### src/rtl/multibyte_add_seq_pkg.sv
// Shared constants for the multi-byte add/subtract sequencer.
// Holds the controller state encoding and the datapath byte width.
// No logic here; imported by the interface, adder and sequencer.
package multibyte_add_seq_pkg;

  localparam int BYTE_W = 8;

  typedef enum logic [1:0] {
    ST_IDLE = 2'd0,
    ST_RUN  = 2'd1,
    ST_DONE = 2'd2
  } state_t;

endpackage

### src/rtl/multibyte_add_seq_if.sv
// Requester-side bundle for the multi-byte add/subtract sequencer.
// master = requester (drives start/operands), slave = sequencer.
// start is only honoured while busy is low; done is a one-cycle pulse.
interface multibyte_add_seq_if #(
  parameter int NBYTES = 4
);
  import multibyte_add_seq_pkg::*;

  localparam int W = BYTE_W * NBYTES;

  logic         start;
  logic         op_sub;
  logic         cin;
  logic [W-1:0] a;
  logic [W-1:0] b;
  logic         busy;
  logic         done;
  logic [W-1:0] sum;
  logic         cout;
  logic         ovf;

  modport master (
    output start, op_sub, cin, a, b,
    input  busy, done, sum, cout, ovf
  );

  modport slave (
    input  start, op_sub, cin, a, b,
    output busy, done, sum, cout, ovf
  );

endinterface

### src/rtl/multibyte_add_seq_adder.sv
// 8-bit hybrid adder: two 4-bit carry-lookahead groups, carry rippled between them.
// Latency: purely combinational.
// Backpressure: none; it is a datapath block.
module hybridadder8_struct
  import multibyte_add_seq_pkg::*;
(
  input  logic [BYTE_W-1:0] Xi,
  input  logic [BYTE_W-1:0] Yi,
  input  logic              C0,
  output logic [BYTE_W-1:0] Si,
  output logic              C8
);

  // Lookahead carries c1..c4 of one nibble, returned as {c4,c3,c2,c1}.
  function automatic logic [3:0] cla4(input logic [3:0] g, input logic [3:0] p, input logic ci);
    logic [3:0] c;
    c[0] = g[0] | (p[0] & ci);
    c[1] = g[1] | (p[1] & g[0]) | (p[1] & p[0] & ci);
    c[2] = g[2] | (p[2] & g[1]) | (p[2] & p[1] & g[0]) | (p[2] & p[1] & p[0] & ci);
    c[3] = g[3] | (p[3] & g[2]) | (p[3] & p[2] & g[1]) | (p[3] & p[2] & p[1] & g[0])
         | (p[3] & p[2] & p[1] & p[0] & ci);
    return c;
  endfunction

  logic [BYTE_W-1:0] gen;
  logic [BYTE_W-1:0] prop;
  logic [3:0]        c_lo;
  logic [3:0]        c_hi;

  assign gen  = Xi & Yi;
  assign prop = Xi ^ Yi;
  assign c_lo = cla4(gen[3:0], prop[3:0], C0);
  assign c_hi = cla4(gen[7:4], prop[7:4], c_lo[3]);
  assign Si   = prop ^ {c_hi[2:0], c_lo[3], c_lo[2:0], C0};
  assign C8   = c_hi[3];

endmodule

### src/rtl/multibyte_add_seq.sv
// Wide add/subtract sequenced one byte per cycle (LSB first) through a shared 8-bit adder.
// Latency: done pulses NBYTES+1 cycles after the accepting start edge.
// Backpressure: start is ignored while busy (RUN/DONE); requester must hold or retry it.
module multibyte_add_seq
  import multibyte_add_seq_pkg::*;
#(
  parameter int NBYTES = 4,
  parameter int CNT_W  = 4
) (
  input  logic                clk,
  input  logic                rst,
  multibyte_add_seq_if.slave  bus
);

  localparam int              W    = BYTE_W * NBYTES;
  localparam logic [CNT_W-1:0] LAST = CNT_W'(NBYTES - 1);

  state_t            state_q, state_d;
  logic [CNT_W-1:0]  cnt_q;
  logic [W-1:0]      a_q, b_q, sum_q;
  logic              op_sub_q, cin_q, carry_q, cout_q, ovf_q;
  logic              busy, done;

  logic [BYTE_W-1:0] add_x, add_y, add_s;
  logic              add_c0, add_c8;
  logic              last_byte;

  assign last_byte = (cnt_q == LAST);

  // Controller state register.
  always_ff @(posedge clk) begin
    if (rst) state_q <= ST_IDLE;
    else     state_q <= state_d;
  end

  // Next-state and handshake outputs.
  always_comb begin
    state_d = state_q;
    busy    = 1'b0;
    done    = 1'b0;
    case (state_q)
      ST_IDLE: if (bus.start) state_d = ST_RUN;
      ST_RUN: begin
        busy = 1'b1;
        if (last_byte) state_d = ST_DONE;
      end
      ST_DONE: begin
        busy    = 1'b1;
        done    = 1'b1;
        state_d = ST_IDLE;
      end
      default: state_d = ST_IDLE;
    endcase
  end

  // Adder drive: the low byte of the shifted operands; quiet (all zero) outside RUN.
  always_comb begin
    add_x  = '0;
    add_y  = '0;
    add_c0 = 1'b0;
    if (state_q == ST_RUN) begin
      add_x  = a_q[BYTE_W-1:0];
      add_y  = op_sub_q ? ~b_q[BYTE_W-1:0] : b_q[BYTE_W-1:0];
      add_c0 = (cnt_q == '0) ? (op_sub_q | cin_q) : carry_q;
    end
  end

  hybridadder8_struct u_adder (
    .Xi (add_x),
    .Yi (add_y),
    .C0 (add_c0),
    .Si (add_s),
    .C8 (add_c8)
  );

  // Operand capture/shift, byte counter, carry chain and result registers.
  always_ff @(posedge clk) begin
    if (rst) begin
      cnt_q    <= '0;
      a_q      <= '0;
      b_q      <= '0;
      sum_q    <= '0;
      op_sub_q <= 1'b0;
      cin_q    <= 1'b0;
      carry_q  <= 1'b0;
      cout_q   <= 1'b0;
      ovf_q    <= 1'b0;
    end else begin
      case (state_q)
        ST_IDLE: begin
          cnt_q   <= '0;
          carry_q <= 1'b0;
          if (bus.start) begin
            a_q      <= bus.a;
            b_q      <= bus.b;
            op_sub_q <= bus.op_sub;
            cin_q    <= bus.cin;
          end
        end
        ST_RUN: begin
          for (int k = 0; k < NBYTES; k++) begin
            if (cnt_q == CNT_W'(k)) sum_q[k*BYTE_W +: BYTE_W] <= add_s;
          end
          carry_q <= add_c8;
          a_q     <= a_q >> BYTE_W;
          b_q     <= b_q >> BYTE_W;
          if (last_byte) begin
            // The low bytes now hold the operand MSB bytes, so bit 7 is the sign.
            cout_q <= add_c8;
            ovf_q  <= (add_x[BYTE_W-1] == add_y[BYTE_W-1]) && (add_s[BYTE_W-1] != add_x[BYTE_W-1]);
            cnt_q  <= '0;
          end else begin
            cnt_q <= cnt_q + 1'b1;
          end
        end
        default: cnt_q <= '0;
      endcase
    end
  end

  assign bus.busy = busy;
  assign bus.done = done;
  assign bus.sum  = sum_q;
  assign bus.cout = cout_q;
  assign bus.ovf  = ovf_q;

endmodule

### src/flat_wrapper.sv
// flat-port wrapper written by rule: the top's interface ports become plain ports
module multibyte_add_seq_flat import multibyte_add_seq_pkg::*;
#(
  parameter int NBYTES = 4,
  parameter int CNT_W  = 4
)
  (clk, rst, bus_start, bus_op_sub, bus_cin, bus_a, bus_b, bus_busy, bus_done, bus_sum, bus_cout, bus_ovf);
  multibyte_add_seq_if #(.NBYTES(NBYTES)) bus_i ();
  input  logic clk;
  input  logic rst;
  input wire logic [$bits(bus_i.start)-1:0] bus_start;
  input wire logic [$bits(bus_i.op_sub)-1:0] bus_op_sub;
  input wire logic [$bits(bus_i.cin)-1:0] bus_cin;
  input wire logic [$bits(bus_i.a)-1:0] bus_a;
  input wire logic [$bits(bus_i.b)-1:0] bus_b;
  output wire logic [$bits(bus_i.busy)-1:0] bus_busy;
  output wire logic [$bits(bus_i.done)-1:0] bus_done;
  output wire logic [$bits(bus_i.sum)-1:0] bus_sum;
  output wire logic [$bits(bus_i.cout)-1:0] bus_cout;
  output wire logic [$bits(bus_i.ovf)-1:0] bus_ovf;
  assign bus_i.start = bus_start;
  assign bus_i.op_sub = bus_op_sub;
  assign bus_i.cin = bus_cin;
  assign bus_i.a = bus_a;
  assign bus_i.b = bus_b;
  assign bus_busy = bus_i.busy;
  assign bus_done = bus_i.done;
  assign bus_sum = bus_i.sum;
  assign bus_cout = bus_i.cout;
  assign bus_ovf = bus_i.ovf;
  multibyte_add_seq #(.NBYTES(NBYTES), .CNT_W(CNT_W)) u_core (.clk(clk), .rst(rst), .bus(bus_i));
endmodule
### config.mk
export PLATFORM = sky130hd
export DESIGN_NAME = multibyte_add_seq_flat
export DESIGN_NICKNAME = d
export VERILOG_FILES = /design/src/rtl/multibyte_add_seq_pkg.sv /design/src/rtl/multibyte_add_seq_if.sv /design/src/rtl/multibyte_add_seq_adder.sv /design/src/rtl/multibyte_add_seq.sv /design/src/flat_wrapper.sv
export SDC_FILE = /design/constraint.sdc
export NUM_CORES = 1
export LEC_CHECK = 0
export ABC_AREA = 1
export CELL_PAD_IN_SITES_DETAIL_PLACEMENT = 0
export CELL_PAD_IN_SITES_GLOBAL_PLACEMENT = 2
export CORE_MARGIN = 1
export CORE_UTILIZATION = 29
export DETAILED_ROUTE_END_ITERATION = 8
export GPL_TIMING_DRIVEN = 0
export PLACE_DENSITY_LB_ADDON = 0.1
export SLEW_MARGIN = 40
export SYNTH_ARGS = -nofsm -noshare
export SYNTH_HDL_FRONTEND = slang
export SYNTH_HIERARCHICAL = 1
export SYNTH_SLANG_ARGS = --single-unit
### constraint.sdc
create_clock -name clk -period 3.15 [get_ports clk]
set_input_delay 0.4725 -clock clk [delete_from_list [all_inputs] [get_ports clk]]
set_output_delay 0.4725 -clock clk [all_outputs]
set_load 0.02 [all_outputs]
==> impl_metrics.yaml <==
power_and_ir_drop:
  p_leak_nw: 3.00
  ir_drop_mv: 0.266
  power.total_mw: 3.33
  powerDensity_nw_per_um2: 506
synthesis:
  seq_area_frac_synth_pct: 43.0
  synth.top_cell.area_share_pct: 43.0
  async_flop_share_pct: 0
  yosys-top-cells-area: "dfxtp_1 43%, nand2_1 12%, o211a_1 9.4%"
  yosysTopAreaCell: "dfxtp_1"
  synthCells: 643
  synth_most_common_cell: "nand2_1"
  synth-edff-count: 0
  synth_area_um2: 4980
  post_synth.cell_area_avg_um2: 7.75
  ys_warn_count: 6
  syn-num-nets: 730
  synth_ff_type: "dfxtp_1"
  synth_cell_types: 28
  ys_ff_latch: 107
  yosys-top-cells-count: "161 x nand2_1, 107 x dfxtp_1, 80 x nand3_1, 51 x a21oi_1, 47 x o211a_1"
worst_setup_path:
  endpoint_kind: "flop"
  r2r_setup_slack_ps: 270
  worstRegToRegCells: 14
  worst-path-max-fanout: 17
  arrival_ps: 3170
  critical_path_class: "reg -> reg"
  r2r_end: "u_core/bus.sum[5]"
  required_ps: 3430
  start_kind: "flop"
  r2r-start: "u_core/state_q[1]"
sta:
  period_share_pct: 91.5
  finalHoldViolations: 0
  fin_crit_ps: 2880
  drv_slew: 0
  fin_skew_ps: 8.79
  setup_slack_ps: 268
  setup-tns-final_ps: 0
  timing.fmax_mhz: 347
  worst_pin_slew_ps: 642
  relSlewSlack_pct: 57.2
  setup_viol: 0
  rsz0062_at_grt: "false"
final_layout:
  layout-drive-gt1-share_pct: 6.43
  syn_to_final_growth_pct: 32.0
  final_nets: 844
  post-route-util_pct: 39.4
  stdcell_count: 982
  n_antenna_cell: 0
routing:
  wl_per_cell_um: 15.2
  dr.pass1.iters: 7
  drc: 0
  routed_via_density: 4.68
  drt_wl_total_um: 14900
  drt_iter0_drc: 212
  vias: 4596
  ant_nets: 0
run_status:
  status: "completed"
global_route:
  grt_max_degree: 18
  top_usage_layer: "met2"
  grtUsageMet3_pct: 3.72
  track_usage_pct: 17.7
  grt-ovfl-total: 0
  grtUsageMet1_pct: 22.5
  grt_antenna_before_repair: 0
  use_met2_pct: 30.0
  grt_pass1_vias: 4675
  grt_pass1_wl_um: 24000
placement:
  placed_cells: 967
  hpwl_um: 11600
  pre_cts_ws_ps: -249
  port_buffers: 104
  place_congestion: 0.810
floorplanning:
  die-area_um2: 17700
  row_count: 47
  die_y_um: 133
  start_util_pct: 29.8
  io_pins: 105
  core_region_area_um2: 16700
  fp.dieW_um: 133
clocking:
  cts_buffer_depth: 2
  cts_sinks: 107
  cts_made_buffers: 9
  cts_tree: "done"
  clk_pin_slew_ps: 70
  ctsRootBufferMaster: "clkbuf_16"
  clk_latency_ps: 360
  htree_levels: 3
hold_path:
  min_from: "u_core/bus.sum[12]"
  hp-class: "reg -> reg"
  min_to: "u_core/bus.sum[12]"
  min_path_cells: 2
flow_run:
  drv_cap: 0
==> layout by cell type (no fill, tap or decap), types with 16 or more instances in the layout <==
cell and count:
nand2_1 161, o211a_1 47, nor2_1 36, inv_1 42, ha_1 16, a21oi_1 51, buf_2 16, nand3_1 80
clkbuf_1 19, o21ai_0 29, dfxtp_1 107, clkdlybuf4s50_1 104
==> final cells by class <==
class,count,area (µm²)
tap,220,275
multi-input combinational,446,2450
inverter,47,176
fill,1753,10100
clock buffer,11,233
sequential,107,2140
timing repair buffer,104,1040
buffer,42,216
clock inverter,5,37.5
==> report_power, final <==
group / internal [mW] / leakage (nW) / switching [mW]
clock: 0.540 / 0.126 / 0.522
sequential: 1.47 / 0.877 / 0.0644
combinational: 0.309 / 2.00 / 0.422
==> state kept, by name (all words and copies together), names as in the netlist <==
name and cells:
u_core/a_q 32, u_core/b_q 32, u_core/bus.cout 1, u_core/bus.ovf 1, u_core/bus.sum 32, u_core/carry_q 1
u_core/cin_q 1, u_core/cnt_q 4, u_core/op_sub_q 1, u_core/state_q 2
==> layer usage <==
layer / vias up / share of wire, %
li1: 2357 / -
met1: 2122 / 47
met3: 15 / 3.9
met4: 0 / 1.1
met5: - / 0
met2: 102 / 48
==> critical path, stage by stage, from the launching register on <==
cell	delay, ps
dfxtp_1	350
inv_1	80
ha_1	180
buf_4	180
inv_2	250
nor2_1	140
ha_1	320
inv_1	60
nand2_1	70
nand3_2	90
nand2_2	80
fa_1	420
xor2_2	290
nand3_1	120
a21oi_1	170
==> worst max-delay path by stage <==
stage                      start            endpoint  slack, ps  cells after the start
3_5_place_dp   u_core/state_q[1]  u_core/bus.sum[13]       -250                     15
4_1_cts        u_core/state_q[1]  u_core/bus.sum[13]         60                     14
2_1_floorplan  u_core/state_q[1]   u_core/bus.sum[5]        510                     15
3_3_place_gp   u_core/state_q[1]  u_core/bus.sum[13]       -240                     15
6_report       u_core/state_q[1]   u_core/bus.sum[5]        270                     14
5_1_grt        u_core/state_q[1]   u_core/bus.sum[5]         20                     14
==> stage by stage <==
stage / hold WS [ps] / area, µm²
5_1_grt: 468 / 6570
6_report: 446 / 6570
3_3_place_gp: 436 / 6300
2_1_floorplan: 440 / 4980
4_1_cts: 450 / 6560
3_5_place_dp: 438 / 6300
==> logic make-up (layout without fill, tap and decap cells) <==
group / Yosys count / after routing / share of synthesized area [%]
and+or+nand+nor: 286 / 286 / 24.1
AOI/OAI and AO/OA: 130 / 130 / 18.0
DFF: 107 / 107 / 43.0
buffers and inverters: 90 / 209 / 7.94
adders and majority gates: 18 / 18 / 4.82
xor gates and xnor gates: 12 / 12 / 2.11
==> repair_timing <==
item,CTS,global route
buffers inserted,0,0
resized for setup,0,3
hold buffers,0,0
setup endpoints to repair,7,5
cloned,0,0
No activity file was read; power rests on OpenSTA's default activity.
